$ cat src/rtl/input_conditioner_pkg.sv
// Shared types and defaults for the button/switch input conditioner.
// Holds the button state encoding and the default debounce window.
package input_conditioner_pkg;

  typedef enum logic {
    IDLE = 1'b0,
    HELD = 1'b1
  } btn_state_e;

  localparam int DEBOUNCE_CYCLES_DEF = 1000000;
  localparam int CNT_W_DEF = 20;

endpackage

$ cat src/rtl/debounce_filter.sv
// One input channel: 2-flop synchronizer, run-length counter, stable level.
// acc_o strobes on the edge where a new level is accepted.
module debounce_filter
  import input_conditioner_pkg::*;
#(
  parameter int DEBOUNCE_CYCLES = DEBOUNCE_CYCLES_DEF,
  parameter int CNT_W = CNT_W_DEF
) (
  input  logic clk,
  input  logic rst_n,
  input  logic raw_i,
  output logic level_o,
  output logic acc_o
);

  localparam logic [CNT_W-1:0] LAST = CNT_W'(DEBOUNCE_CYCLES - 1);

  logic [1:0] sync_q;
  logic [CNT_W-1:0] cnt_q, cnt_d;
  logic level_q, level_d;
  logic acc;
  logic synced;

  assign synced = sync_q[1];

  // Any cycle of agreement drops all progress toward a new level.
  always_comb begin
    cnt_d = '0;
    level_d = level_q;
    acc = 1'b0;
    if (synced != level_q) begin
      if (cnt_q == LAST) begin
        acc = 1'b1;
        level_d = synced;
      end else begin
        cnt_d = cnt_q + CNT_W'(1);
      end
    end
  end

  always_ff @(posedge clk) begin
    if (!rst_n) begin
      sync_q <= '0;
      cnt_q <= '0;
      level_q <= 1'b0;
    end else begin
      sync_q <= {sync_q[0], raw_i};
      cnt_q <= cnt_d;
      level_q <= level_d;
    end
  end

  assign level_o = level_q;
  assign acc_o = acc;

endmodule

$ cat src/rtl/input_conditioner.sv
// Debounces step button and w switch; emits one step pulse per press,
// a press counter, and the switch level latched at each press.
module input_conditioner
  import input_conditioner_pkg::*;
#(
  parameter int DEBOUNCE_CYCLES = DEBOUNCE_CYCLES_DEF,
  parameter int CNT_W = CNT_W_DEF
) (
  input  logic       clk,
  input  logic       reset,
  input  logic       btn_raw,
  input  logic       sw_raw,
  output logic       step_pulse,
  output logic       w_out,
  output logic       w_sampled,
  output logic       btn_level,
  output logic [7:0] step_count
);

  logic btn_lvl, btn_acc;
  logic sw_lvl, sw_acc_unused;

  debounce_filter #(
    .DEBOUNCE_CYCLES(DEBOUNCE_CYCLES),
    .CNT_W(CNT_W)
  ) u_btn (
    .clk(clk),
    .rst_n(reset),
    .raw_i(btn_raw),
    .level_o(btn_lvl),
    .acc_o(btn_acc)
  );

  debounce_filter #(
    .DEBOUNCE_CYCLES(DEBOUNCE_CYCLES),
    .CNT_W(CNT_W)
  ) u_sw (
    .clk(clk),
    .rst_n(reset),
    .raw_i(sw_raw),
    .level_o(sw_lvl),
    .acc_o(sw_acc_unused)
  );

  btn_state_e state_q, state_d;
  logic pulse_q, pulse_d;
  logic ws_q, ws_d;
  logic [7:0] cnt_q, cnt_d;

  // w is captured on the accepting edge, so a same-edge switch change
  // still yields the pre-change level.
  always_comb begin
    state_d = state_q;
    pulse_d = 1'b0;
    ws_d = ws_q;
    cnt_d = pulse_q ? cnt_q + 8'd1 : cnt_q;
    unique case (state_q)
      IDLE: begin
        if (btn_acc) begin
          state_d = HELD;
          pulse_d = 1'b1;
          ws_d = sw_lvl;
        end
      end
      HELD: begin
        if (btn_acc) state_d = IDLE;
      end
    endcase
  end

  always_ff @(posedge clk) begin
    if (!reset) begin
      state_q <= IDLE;
      pulse_q <= 1'b0;
      ws_q <= 1'b0;
      cnt_q <= '0;
    end else begin
      state_q <= state_d;
      pulse_q <= pulse_d;
      ws_q <= ws_d;
      cnt_q <= cnt_d;
    end
  end

  assign step_pulse = pulse_q;
  assign w_out = sw_lvl;
  assign w_sampled = ws_q;
  assign btn_level = btn_lvl;
  assign step_count = cnt_q;

endmodule

$ cat config.mk
export PLATFORM = sky130hd
export DESIGN_NAME = input_conditioner
export DESIGN_NICKNAME = d
export VERILOG_FILES = /design/src/rtl/input_conditioner_pkg.sv /design/src/rtl/debounce_filter.sv /design/src/rtl/input_conditioner.sv
export SDC_FILE = /design/constraint.sdc
export NUM_CORES = 1
export LEC_CHECK = 0
export ABC_AREA = 0
export CORE_MARGIN = 5
export CORE_UTILIZATION = 40
export DETAILED_ROUTE_END_ITERATION = 12
export GPL_TIMING_DRIVEN = 1
export MAX_ROUTING_LAYER = met4
export PLACE_DENSITY_LB_ADDON = 0.3
export SLEW_MARGIN = 20
export SYNTH_ARGS = -nofsm -noshare
export SYNTH_HDL_FRONTEND = slang
export SYNTH_SLANG_ARGS = --single-unit
$ cat constraint.sdc
create_clock -name clk -period 2.58 [get_ports clk]
set_input_delay 0.516 -clock clk [delete_from_list [all_inputs] [get_ports clk]]
set_output_delay 0.516 -clock clk [all_outputs]
set_load 0.05 [all_outputs]
==> results.cfg, run 1 <==
[global_routing]
grtUsageMet1_pct = 18.21
met3_usage_pct = 3.445
grt_pass1_wl_um = 8286
grt_max_degree = 20
grt_pass1_vias = 1864
grt_busiest_layer = met2
antenna_found_initial = 0
grt_use_total_pct = 14.05
gr-total-overflow = 0
use_met2_pct = 19.44

[die]
die_w_um = 88.44
ios = 16
die_y_um = 88.44
rows = 28
dieArea_um2 = 7822
initial_utilization_pct = 41.32
core-area_um2 = 5956

[power_and_ir_drop]
swShare_pct = 19.61
max-vdd-ir-drop_uv = 340.5
p_clk_share_pct = 46.5
p_leak_nw = 0.9360
combPwrFrac_pct = 1.1
p_int_w = 0.001362
pwr-share-seq_pct = 52.3
power_switching_w = 0.0003323
p_total_w = 0.001694
p_per_area_nw_per_um2 = 591.9

[synthesis]
synth_cells = 275
synthMostInstantiatedCell = dfxtp_1
yosysTopAreaCell = dfxtp_1
seq_area_frac_synth_pct = 46.37
ys_warn_count = 0
synth-main-ff-cell = dfxtp_1
netlist_area_um2 = 2461
synth-edff-count = 0
synth_nets = 283
synth_cell_types = 33
syn_area_per_cell_um2 = 8.949
yosysTopAreaCellShare_pct = 46.37
yosys-top-cells-area = dfxtp_1 46%, xor2_1 7.1%, nor2_1 5.0%
ys_async_sr_fraction_pct = 0
synth_common_cells = 57 x dfxtp_1, 33 x nor2_1, 20 x xor2_1, 18 x a21oi_1, 17 x nand3_1
ys_ff_latch = 57

[setup_path]
start_kind = register
path_cells = or4b_1, nor4_1, and3_1, ha_1, mux2i_1, nor2_1
cp_max_fo = 5
timing.setup.critical_path_class = reg2reg
slowest_stage = nor4_1
worstPathArrival_ns = 2.37
critPathMaxStageDelay_ns = 0.54
cp-end-kind = register
critPathRequiredTime_ns = 2.78

[clocking]
cts_root_buf = clkbuf_8
cts_num_sinks = 57
clk_pin_slew_worst_paths_ns = 0.06
htree_num_levels = 3
cts_resized = 0
cts_hold_buf = 0
cts_setup_buffers = 0
cts_made_buffers = 9
tritoncts = yes
clk_latency_ns = 0.32
clockBufferDepth = 2

[run]
drv_cap = 0

[layout]
areaGrowthSynthToFinish_pct = 16.32
antenna_cells = 0
final_core_util_pct = 48.07
fin_nets = 302
drive_gt1_share_pct = 6.355
regArea_um2 = 1141
multi_input_area_um2 = 1247
fill_cells = 588

[sta]
finalClockSkew_ns = 0.006584
tns_ns = 0
relSlewSlack_pct = 58.88
fin_crit_sh_pct = 84.00
period_needed_ns = 2.167
finalSetupViolCount = 0
finalMaxSlewViolations = 0
tightest_slew_ns = 0.6112
finalHoldViolCount = 0
fmax_ghz = 0.4614
rsz0062_at_grt = no

[routing]
vias = 1928
viasPerCell = 5.155
drcViolationCount = 0
drt-initial-drc-count = 93
postRouteAntennaNets = 0
wl_um = 4544
drt_pass1_iterations = 5
detail_route.wl_per_cell_um = 12.15

[placed_design]
post-dp-hpwl_um = 3209
gp_congestion = 0.7382
port_buffers = 15

[hold_path]
hold_path_class = reg2reg

[status]
outcome = finished, final reports clean
[power groups by stage]
stage	Clock (W)	Sequential [W]	Combinational [W]
after floorplan	0	0.000905	0.0000117
final	0.000789	0.000886	0.0000193
after CTS	0.000818	0.000886	0.0000198
after global routing	0.000864	0.000886	0.0000220
after global placement	0	0.000906	0.0000196
after detailed placement	0	0.000906	0.0000198
[cell families after synthesis]
family / synth area share (%)
buffers and inverters: 2.948
AOI/OAI and AO/OA: 9.253
muxes: 0.8135
adders and majority gates: 2.034
DFF: 46.36
xor gates and xnor gates: 10.32
and+or+nand+nor: 28.27
[stage by stage]
step / std cells / hold WS (ns) / area [um^2] / setup WS [ns]
floorplan: 275 / 0.3962 / 2461 / 0.6661
global placement: 358 / 0.4156 / 2674 / 0.4909
detailed placement: 358 / 0.4211 / 2674 / 0.4828
CTS: 374 / 0.4330 / 2863 / 0.4013
global route: 374 / 0.4541 / 2863 / 0.2643
finish: 374 / 0.4253 / 2863 / 0.4127
[cells in the final DEF, fill, tap and decap left out, types with 2 or more instances in the layout]
cell              n
nor3b_1           2
dfxtp_1          57
xor2_1           20
ha_1              4
and2_1            6
mux2i_1           2
nand3_1          17
clkbuf_8         10
nor2_1           33
clkdlybuf4s50_1  15
o31ai_1           6
or4_1             9
and3_1           11
nand2_1          14
o21ai_0          11
clkbuf_1          3
xnor2_1           9
clkinv_2          2
a21oi_1          18
inv_1             9
nor4_1            3
or3_1            11
and4_1            2
nand4_1          11
nor3_1            3
[final timing paths]
kind,cells after the start,to,start,slack [ns]
setup / recovery,6,w_sampled$_SDFFE_PN0P_,u_btn.cnt_q[14]$_SDFF_PP0_,0.41
hold / removal,1,step_pulse$_SDFF_PP0_,state_q$_SDFF_PN0_,0.43
setup reg to reg,6,w_sampled$_SDFFE_PN0P_,u_btn.cnt_q[14]$_SDFF_PP0_,0.41
hold reg to reg,1,step_pulse$_SDFF_PP0_,state_q$_SDFF_PN0_,0.43
[final cells by class]
class | instances | share of cell area [%]
clock buffers | 13 | 5.201
clock inverters | 3 | 1.399
inverters | 9 | 1.180
multi-input cells | 201 | 43.58
flip-flops and latches | 57 | 39.86
well taps | 75 | 3.278
repair buffers | 16 | 5.507
[critical path: cells and delay by family, from the launching register on]
kind / cells / cell delay [ns]
and+or+nand+nor: 4 / 1.33
DFF: 1 / 0.39
adders and majority gates: 1 / 0.16
muxes: 1 / 0.18
[registers in the layout, summed over array words and instances, names as in the netlist, 2 cells and up]
register and count:
u_btn.cnt_q 20, u_sw.cnt_q 20, step_count 8, u_btn.sync_q 2, u_sw.sync_q 2
[per-layer routing]
metal | vias up | share of wire, %
met1 | 867 | 52
met4 | 0 | 1.8
li1 | 1019 | -
met5 | - | 0
met2 | 34 | 42
met3 | 8 | 4.1
Note: power is estimated with default switching activity, not from simulation.
==> run 2, diff against run 1 <==
==> constraint.sdc (replaced) <==
create_clock -name clk -period 2.1 [get_ports clk]
set_input_delay 0.42 -clock clk [delete_from_list [all_inputs] [get_ports clk]]
set_output_delay 0.42 -clock clk [all_outputs]
set_load 0.05 [all_outputs]
==> run 2 against run 1 <==
Register-to-register slack worse by 0.27 ns. Clock-buffer cell count is 1 higher. Sequential power up 23%. Cell count is 1.6% higher. Core utilization grew 1.5 points. Total power rose by 28%. Final area is 3.2% higher. Worst hold slack got worse by 0.0079 ns. First-iteration DRC count grew 7.5%. Clock skew grew 0.0013 ns. Die area is the same. Sequential share of layout area down 1.2 points. Highest routed layer unchanged.
==> results.cfg, run 2 (synthesis results as in run 1) <==
[hold_path]
hold_path_class = reg2reg

[setup_path]
cp-end-kind = primary output
critPathRequiredTime_ns = 1.68
cp.buffers_inverters = 1
slowest_stage = clkdlybuf4s50_1
worstPathArrival_ns = 1.58
cp_max_fo = 4
critPathMaxStageDelay_ns = 0.84
timing.setup.critical_path_class = reg2out
path_cells = clkdlybuf4s50_1
cp_top_family = buffers and inverters
start_kind = register

[routing]
viasPerCell = 5.195
detail_route.wl_per_cell_um = 11.91
vias = 1974
drcViolationCount = 0
drt-initial-drc-count = 100
postRouteAntennaNets = 0
drt_pass1_iterations = 4
wl_um = 4526

[die]
ios = 16
dieArea_um2 = 7822
die_y_um = 88.44
core-area_um2 = 5956
initial_utilization_pct = 41.32
rows = 28
die_w_um = 88.44

[layout]
fin_nets = 308
fill_cells = 585
areaGrowthSynthToFinish_pct = 20.03
antenna_cells = 0
mostFrequentLayoutCells = 57 x dfxtp_1, 33 x nor2_1, 20 x xor2_1
drive_gt1_share_pct = 8.852
final_common_cell = dfxtp_1
final_core_util_pct = 49.60

[global_routing]
grt_pass1_wl_um = 7962
grt_max_degree = 20
grtUsageMet1_pct = 16.33
grt_pass1_vias = 1832
met3_usage_pct = 4.190
grt_use_total_pct = 13.73
antenna_found_initial = 0
use_met2_pct = 20.33
gr-total-overflow = 0
grt_busiest_layer = met2

[power_and_ir_drop]
swShare_pct = 19.63
p_per_area_nw_per_um2 = 734.1
power_switching_w = 0.0004257
pwr-share-seq_pct = 50.2
p_clk_share_pct = 48.5
p_int_w = 0.001743
p_leak_nw = 0.9825
max-vdd-ir-drop_uv = 472.8
combPwrFrac_pct = 1.3

[clocking]
htree_num_levels = 3
cts_root_buf = clkbuf_8
tritoncts = yes
cts_hold_buf = 0
clk_latency_ns = 0.34
cts_setup_buffers = 0
cts_num_sinks = 57
cts_made_buffers = 9
clk_pin_slew_worst_paths_ns = 0.06
cts_resized = 0
clockBufferDepth = 2

[sta]
finalHoldViolCount = 0
finalClockSkew_ns = 0.007908
relSlewSlack_pct = 61.47
finalSetupViolCount = 0
tns_ns = 0
period_needed_ns = 2.004
tightest_slew_ns = 0.5726
fin_crit_sh_pct = 95.41
finalMaxSlewViolations = 0
rsz0062_at_grt = no
fmax_ghz = 0.4991

[placed_design]
post-dp-hpwl_um = 3200
port_buffers = 15
gp_congestion = 0.7457

[run]
drv_cap = 0

[status]
outcome = finished, final reports clean
[run 2: cell count changes in the layout (fill, tap and decap cells not counted), sizes merged]
cell,previous run,this run
buf,1,7
clkinv,2,1
clkbuf,13,14
[run 2: final cells by class]
class	count	area, um^2	area share [%]
Clock buffer	14	172.7	5.845
Inverter	9	33.78	1.144
Timing Repair Buffer	22	215.2	7.285
Sequential cell	57	1141	38.63
Clock inverter	2	35.03	1.186
Tap cell	75	93.84	3.177
Multi-Input combinational cell	201	1262	42.74
[run 2: metal layers]
metal | vias to the layer above | share of wire, %
met5 | - | 0
met3 | 10 | 4.4
met4 | 0 | 2.4
met1 | 908 | 49
li1 | 1030 | -
met2 | 26 | 44
[run 2: worst paths after layout]
path / startpoint / endpoint / slack [ns] / cells after the start
setup / recovery: u_sw.level_o$_SDFFE_PN0P_ / w_out / 0.1 / 1
hold / removal: state_q$_SDFF_PN0_ / step_pulse$_SDFF_PP0_ / 0.42 / 1
setup reg to reg: u_btn.cnt_q[13]$_SDFF_PP0_ / u_btn.cnt_q[18]$_SDFF_PP0_ / 0.14 / 5
hold reg to reg: state_q$_SDFF_PN0_ / step_pulse$_SDFF_PP0_ / 0.42 / 1
[run 2: stage by stage]
| stage | instance area [um^2] | instances | hold slack [ns] | worst slack, ns | total power (W) |
|---|---|---|---|---|---|
| finish | 2954 | 380 | 0.4174 | 0.09634 | 0.002169 |
| global route | 2954 | 380 | 0.4531 | 0.01063 | 0.002264 |
| CTS | 2939 | 380 | 0.4216 | 0.06377 | 0.002201 |
| detailed placement | 2731 | 364 | 0.4145 | 0.1187 | 0.001141 |
| global placement | 2731 | 364 | 0.4146 | 0.1911 | 0.001141 |
| floorplan | 2461 | 275 | 0.3962 | 0.1861 | 0.001126 |
[run 2: power by group through the flow]
| stage | Sequential (W) | Combinational, W | Clock (W) |
|---|---|---|---|
| 6_report | 0.00109 | 0.0000278 | 0.00105 |
| 3_3_place_gp | 0.00111 | 0.0000281 | 0 |
| 3_5_place_dp | 0.00111 | 0.0000282 | 0 |
| 4_1_cts | 0.00109 | 0.0000283 | 0.00108 |
| 2_1_floorplan | 0.00111 | 0.0000143 | 0 |
| 5_1_grt | 0.00109 | 0.0000311 | 0.00114 |
[run 2: worst register-to-register path, delay by kind of cell (launching register included)]
| family | cells | cell delay [ns] |
|---|---|---|
| AO/OA/AOI/OAI | 2 | 0.21 |
| flip-flops | 1 | 0.32 |
| AND/OR/NAND/NOR | 2 | 1.15 |
| buffers and inverters | 1 | 0.16 |
==> run 3, diff against run 2 <==
--- a/config.mk
+++ b/config.mk
@@ -12,6 +12,7 @@
 export GPL_TIMING_DRIVEN = 1
 export MAX_ROUTING_LAYER = met4
 export PLACE_DENSITY_LB_ADDON = 0.3
+export SETUP_SLACK_MARGIN = 0.1
 export SLEW_MARGIN = 20
 export SYNTH_ARGS = -nofsm -noshare
 export SYNTH_HDL_FRONTEND = slang
==> run 3 against run 2 <==
Sequential cell count did not move. Global-route usage unchanged. Worst hold slack worse by 0.0017 ns. Worst setup slack better by 0.073 ns. Register-to-register slack improved by 0.04 ns. Sequential power about the same. Maximum frequency increased by 3.8%. Critical path type unchanged. Core utilization rose by 0.27 points. Clock power about the same. Largest power group unchanged.
==> results.cfg, run 3 (synthesis results as in run 1) <==
[die]
dieArea_um2 = 7822
rows = 28
initial_utilization_pct = 41.32
die_y_um = 88.44
core-area_um2 = 5956
die_w_um = 88.44
ios = 16

[clocking]
clk_latency_ns = 0.34
cts_made_buffers = 9
tritoncts = yes
cts_num_sinks = 57
clk_pin_slew_worst_paths_ns = 0.06
cts_root_buf = clkbuf_8
clockBufferDepth = 2
htree_num_levels = 3

[routing]
wl_um = 4540
vias = 1971
viasPerCell = 5.187
drt_pass1_iterations = 4
postRouteAntennaNets = 0
drt-initial-drc-count = 87
drcViolationCount = 0
detail_route.wl_per_cell_um = 11.95

[sta]
fmax_ghz = 0.5180
finalSetupViolCount = 0
period_needed_ns = 1.931
finalClockSkew_ns = 0.008205
finalMaxSlewViolations = 0
relSlewSlack_pct = 61.56
tns_ns = 0
tightest_slew_ns = 0.5713
rsz0062_at_grt = yes
holdWs_ns = 0.4157
finalHoldViolCount = 0
fin_crit_sh_pct = 91.93

[global_routing]
gr-total-overflow = 0
grt_pass1_vias = 1832
grt_use_total_pct = 13.73
grt_max_degree = 20
grt_pass1_wl_um = 7962
antenna_found_initial = 0

[status]
outcome = finished, final reports clean

[setup_path]
cp-end-kind = primary output
timing.setup.critical_path_class = reg2out
reg2reg_slack_ns = 0.18
start_kind = register
rr_startpoint = u_btn.cnt_q[8]$_SDFF_PP0_
r2r_end = u_btn.cnt_q[18]$_SDFF_PP0_
slowest_stage = clkdlybuf4s50_1
reg2reg_depth = 5
critPathMaxStageDelay_ns = 0.81
worstPathArrival_ns = 1.51
cp_max_fo = 3
path_cells = clkdlybuf4s50_1
cp_top_family = buffers and inverters
cp.buffers_inverters = 1
critPathRequiredTime_ns = 1.68

[power_and_ir_drop]
p_total_w = 0.002168
p_clk_share_pct = 48.5
p_leak_nw = 1.083
combPwrFrac_pct = 1.3
max-vdd-ir-drop_uv = 471.9
p_per_area_nw_per_um2 = 730.0
p_int_w = 0.001743
swShare_pct = 19.62
pwr-share-seq_pct = 50.2
power_switching_w = 0.0004255

[layout]
fin_nets = 308
mostFrequentLayoutCells = 57 x dfxtp_1, 33 x nor2_1, 20 x xor2_1
final_core_util_pct = 49.87
design_area_um2 = 2970
antenna_cells = 0
drive_gt1_share_pct = 9.836
final_common_cell = dfxtp_1
areaGrowthSynthToFinish_pct = 20.69

[hold_path]
min_to = step_pulse$_SDFF_PP0_
holdPathStages = 1
hold_path_startpoint = state_q$_SDFF_PN0_
hold_path_class = reg2reg

[placed_design]
gp_congestion = 0.7457
post-dp-hpwl_um = 3200
port_buffers = 15
place_area_um2 = 2731

[run]
drv_cap = 0
==> run 3: per-layer routing <==
layer,wire length [um],track usage [%]
met3,211,4.190
met5,0,-
met4,118,8.242
met1,2238,16.33
met2,1972,20.33
==> run 3: worst max-delay path by stage <==
stage	endpoint	from	cells after the start	slack, ns
after floorplan	u_btn.cnt_q[11]$_SDFF_PP0_	u_btn.cnt_q[8]$_SDFF_PP0_	5	0.19
after global placement	w_sampled$_SDFFE_PN0P_	u_btn.cnt_q[13]$_SDFF_PP0_	6	0.19
after detailed placement	w_sampled$_SDFFE_PN0P_	u_btn.cnt_q[13]$_SDFF_PP0_	6	0.12
after CTS	btn_level	u_btn.level_o$_SDFFE_PN0P_	1	0.10
after global routing	w_sampled$_SDFFE_PN0P_	u_btn.cnt_q[14]$_SDFF_PP0_	6	0.06
final	step_count[6]	step_count[6]$_SDFFE_PN0P_	1	0.17
==> run 3: layout make-up <==
cell class | instances | area (um^2)
Timing Repair Buffer | 22 | 220.2
Inverter | 9 | 33.78
Tap cell | 75 | 93.84
Fill cell | 591 | 2985
Multi-Input combinational cell | 201 | 1274
Sequential cell | 57 | 1141
Clock buffer | 14 | 172.7
Clock inverter | 2 | 35.03
==> run 3: power by group through the flow <==
stage | sequential, W | clock (W) | combinational (W)
2_1_floorplan | 0.00111 | 0 | 0.0000143
3_3_place_gp | 0.00111 | 0 | 0.0000281
3_5_place_dp | 0.00111 | 0 | 0.0000282
4_1_cts | 0.00109 | 0.00108 | 0.0000283
5_1_grt | 0.00109 | 0.00114 | 0.0000311
6_report | 0.00109 | 0.00105 | 0.0000278
==> run 3: timing repair <==
item                       in CTS  in global routing
hold buffers                    0                  0
resized for setup               4                  9
gates cloned                    0                  0
buffers inserted                0                  0
setup endpoints to repair       4                  8
==> run 3: worst register-to-register path, cell delays in order, from the launching register on <==
cell and delay, ns:
dfxtp_1 0.34, or4b_4 0.54, or4_4 0.55, o21ai_4 0.16
buf_12 0.16, a21oi_1 0.05
==> run 3: stage by stage <==
step	worst slack, ns	cells
after global routing	0.05816	380
after floorplan	0.1861	275
after detailed placement	0.1187	364
final	0.1695	380
after CTS	0.1023	380
after global placement	0.1911	364
==> RTL change 1 (config.mk and constraints of run 3) <==
Change the package constant `CNT_W_DEF` from 20 to 10.
--- a/src/rtl/input_conditioner_pkg.sv
+++ b/src/rtl/input_conditioner_pkg.sv
@@ -8,7 +8,7 @@
   } btn_state_e;
 
   localparam int DEBOUNCE_CYCLES_DEF = 1000000;
-  localparam int CNT_W_DEF = 20;
+  localparam int CNT_W_DEF = 10;
 
 endpackage
 
Check against the original RTL: no difference found for any inputs over 10 cycles, from zero or initial values and one cycle with reset low; that may be too few to reach the edited logic, so the function may still have changed.
==> RTL change 1 against run 3 <==
  * Total power down 44%
  * Worst setup slack lost 0.036 ns
  * Clock power fell by 54%
  * Sequential cell count fell by 20
  * Highest routed layer unchanged
  * Routed wire length shrank 35%
  * Critical endpoint is now w_out
  * Register-to-register slack got worse by 0.02 ns
  * Area after synthesis down 38%
  * Largest power group unchanged
  * Cell area fell by 39%
==> RTL change 1: results (changes against run 3) <==
- Clock buffers created by TritonCTS: 5 (-4)
- Wire length of the first global-routing pass: 4.94 mm (-38%)
- Slowest cell delay on critical path: 0.84 ns (+0.03 ns)
- Max-cap check violation count: 0 (unchanged)
- Power Internal: 0.978 mW (-44%)
- Total Routed Length: 2.94 mm (-35%)
- Pre-CTS setup slack: 0.159 ns (+0.0406 ns)
- Skew final: 0.00615 ns (-0.00206 ns)
- HPWL after DPL: 2.18 mm (-32%)
- Final layout net count: 191 (-38%)
- Number of post-CTS setup repair buffers: 0 (unchanged)
- Via count: 1228 (-38%)
- Buffers on Ports: 15 (unchanged)
- VDD IR max: 0.437 mV (-7.4%)
- Share of async-settable or async-resettable flops after synthesis: 0% (unchanged)
- Share of synthesized area occupied by flip-flops and latches: 48.9% (+2.5 points)
- Leading cell types by count after synthesis: sky130_fd_sc_hd__dfxtp_1 (37), sky130_fd_sc_hd__nor2_1 (18), sky130_fd_sc_hd__a21oi_1 (13), sky130_fd_sc_hd__nand2_1 (12)
- Total nets after synthesis: 168 (-41%)
- Clock latency reported for the late side of the worst-skew pair: 0.28 ns (-0.06 ns)
- Routed wire per std cell: 12.7 um (+6.5%)
- Cell leakage power: 0.613 nW (-43%)
- Hold WC Path Type: register to register
- Gpl congestion: 0.801 (+7.4%)
- Post-place instance area: 0.00174 sq mm (-36%)
- DP Cell Count: 224 (-38%)
- CTS resizes: 2 (-2)
- Synthesized area per cell: 9.47 sq um (+5.8%)
- Drt initial violations: 33 (-62%)
- Outcome: completed
- Maximum fanout count along the critical path: 4 (+1)
- Data arrival time of the critical path: 1.55 ns (+0.04 ns)
- Fraction of layout instances using a drive strength above 1: 7.65% (-2.2 points)
- Warnings, synthesis: 0 (unchanged)
- Cell types with the largest area share after synthesis: sky130_fd_sc_hd__dfxtp_1 (49%), sky130_fd_sc_hd__xor2_1 (5.2%), sky130_fd_sc_hd__nor2_1 (4.5%), sky130_fd_sc_hd__a21oi_1 (4.3%), sky130_fd_sc_hd__ha_1 (3.3%)
- Buffer levels on the longest clock path: 2 (unchanged)
- Fill count: 345 (-42%)
- Worst-path cell with the longest stage delay: sky130_fd_sc_hd__clkdlybuf4s50_1
- Global-route usage over all layers: 12.6% (-1.1 points)
- CTS H-Tree Depth: 2 (-1)
- Pin count of the biggest net entering global routing: 12 (-40%)
- Count of cell types in the netlist: 29 (-12%)
- Transition at the pin with the smallest max-transition slack: 0.509 ns (-0.0628 ns)
-- RTL change 1: cell types whose count changed after synthesis, sizes merged, moves of 9 or more --
cell          run 3  this run
and3             11         0
dfxtp            57        37
nand3            18         9
nor2             33        18
xor2             20         9
-- RTL change 1: cell families after synthesis --
logic type | count (synthesis) | share of synthesized area (%)
buffers and inverters | 8 | 1.98
AOI/OAI and AO/OA | 31 | 14.1
muxes | 3 | 1.98
xor gates and xnor gates | 12 | 6.94
adders and majority gates | 4 | 3.30
and+or+nand+nor | 65 | 22.8
DFF | 37 | 48.9
-- RTL change 1: path summary, 6_finish.rpt --
check / cells past startpoint / end / startpoint / slack [ns]
max: 1 / w_out / u_sw.level_o / 0.13
min: 1 / step_pulse / state_q / 0.43
max reg2reg: 6 / w_sampled / u_btn.cnt_q[6] / 0.16
min reg2reg: 1 / step_pulse / state_q / 0.43
-- RTL change 1: routing by layer --
layer  vias to the layer above  part of all wire (%)  global-route usage, %
li1                        617                     -                      -
met1                       573                    44                   13.9
met2                        32                    48                   20.7
met3                         6                   6.0                   3.93
met4                         0                   1.8                   5.85
met5                         -                     0                      -
-- RTL change 1: cell type report --
type	count	area (sq um)	area share [%]
multi-input combinational	115	744	40.8
timing repair buffer	18	173	9.45
sequential	37	741	40.5
clock buffer	7	86.3	4.73
inverter	6	22.5	1.23
tap	48	60.1	3.29
-- RTL change 1: power by group through the flow --
stage | Combinational [mW] | Clock [mW] | Sequential, mW
floorplan | 0.0133 | 0 | 0.724
global placement | 0.0241 | 0 | 0.724
detailed placement | 0.0251 | 0 | 0.724
CTS | 0.0251 | 0.505 | 0.708
global route | 0.0275 | 0.538 | 0.708
finish | 0.0248 | 0.488 | 0.708
==> RTL change 2 (config.mk and constraints of run 3) <==
Without the edit above. Register the outputs `w_out` and `btn_level`, without a reset; this adds one clock of latency there. The other outputs are not delayed to match.
--- a/src/rtl/input_conditioner.sv
+++ b/src/rtl/input_conditioner.sv
@@ -83,9 +83,11 @@
   end
 
   assign step_pulse = pulse_q;
-  assign w_out = sw_lvl;
   assign w_sampled = ws_q;
-  assign btn_level = btn_lvl;
+  always_ff @(posedge clk) begin
+    w_out     <= sw_lvl;
+    btn_level <= btn_lvl;
+  end
   assign step_count = cnt_q;
 
 endmodule
Behaviour: no difference found for any inputs over 10 cycles, from zero or initial values and one cycle with reset low; that may be too few to reach the edited logic, so the function may still have changed.
==> RTL change 2 against run 3 <==
  * Fmax barely moved
  * Sequential cell count rose by 2
  * Sequential power rose by 4%
  * Sequential share of layout area rose by 1.4 points
  * Clock skew fell by 0.0019 ns
  * Total power fell by 5.8%
  * Area after synthesis rose by 1.6%
  * Worst hold slack got worse by 0.027 ns
  * Routed wire length rose by 1.2%
  * Worst setup slack improved by 0.0011 ns
  * Cell area barely moved
  * Clock power fell by 16%
  * Largest cell class unchanged
  * Highest routed layer unchanged
==> RTL change 2: results (changes against run 3) <==
- Via count of the first global-routing pass: 1842 (+0.55%)
- Xor and xnor area share after synthesis: 10.2% (-0.17 points)
- Outcome: completed
- Total nets after synthesis: 285 (+0.71%)
- Synthesized area per cell: 9.03 sq um (+0.89%)
- Drt initial violations: 114 (+31%)
- Switching share of total power: 20.3% (+0.70 points)
- Skew final: 0.00628 ns (-0.00192 ns)
- CTS H-Tree Depth: 3 (unchanged)
- Clock latency reported for the late side of the worst-skew pair: 0.32 ns (-0.02 ns)
- Share of synthesized area occupied by flip-flops and latches: 47.2% (+0.86 points)
- Pwr Total: 2.04 mW (-5.8%)
- Critical hold path startpoint: u_btn.level_o
- Cell leakage power: 1.05 nW (-3.1%)
- Gpl congestion: 0.763 (+2.3%)
- Compound-cell area share of the yosys netlist: 9.10% (-0.15 points)
- Headroom to the max-slew limit: 60.6% (-0.93 points)
- Total Routed Length: 4.60 mm (+1.2%)
- Cell types with the largest area share after synthesis: sky130_fd_sc_hd__dfxtp_1 (47%), sky130_fd_sc_hd__xor2_1 (7.0%), sky130_fd_sc_hd__nor2_1 (5.0%), sky130_fd_sc_hd__a21oi_1 (3.6%), sky130_fd_sc_hd__nand3_1 (3.4%)
- Pre-CTS setup slack: 0.134 ns (+0.0155 ns)
- Post-synthesis mux area share: 0.800% (-0.013 points)
- Maximum fanout count along the critical path: 4 (+1)
- Wire length of the first global-routing pass: 8.09 mm (+1.6%)
- Power Clock: 0.887 mW (-16%)
- Worst setup path endpoint: step_count[4]
- CTS resizes: 0 (-4)
- Hold path depth: 0 (-1)
- VDD IR max: 0.285 mV (-40%)
- HPWL after DPL: 3.22 mm (+0.70%)
- Via count: 1991 (+1.0%)
- Leading cell types by count after synthesis: sky130_fd_sc_hd__dfxtp_1 (59), sky130_fd_sc_hd__nor2_1 (33), sky130_fd_sc_hd__xor2_1 (20), sky130_fd_sc_hd__a21oi_1 (18), sky130_fd_sc_hd__nand3_1 (17)
- Fraction of layout instances using a drive strength above 1: 9.18% (-0.66 points)
- Reg-to-Reg End: u_btn.cnt_q[14]
[RTL change 2: cell types whose count changed after synthesis]
cell | run 3 | this run
sky130_fd_sc_hd__dfxtp_1 | 57 | 59
[RTL change 2: area by class of cell]
cell class | instances | area [sq um]
Timing Repair Buffer | 20 | 210
Clock inverter | 2 | 10.0
Sequential cell | 59 | 1180
Multi-Input combinational cell | 201 | 1280
Clock buffer | 14 | 163
Fill cell | 577 | 3020
Tap cell | 75 | 93.8
Inverter | 9 | 33.8
[RTL change 2: per-layer routing]
layer,routed length (um),part of all wire (%),vias to the layer above,GRT usage [%]
met5,0,0,-,-
met4,77,1.7,0,8.66
met3,182,4.0,6,3.04
met2,1980,43,36,18.8
met1,2350,51,918,17.8
li1,-,-,1031,-
[RTL change 2: metrics by stage]
step,hold WS (ns),instance area (sq um)
after floorplan,0.359,2500
after global placement,0.379,2760
after detailed placement,0.381,2760
after CTS,0.390,2930
after global routing,0.398,2970
final,0.389,2970
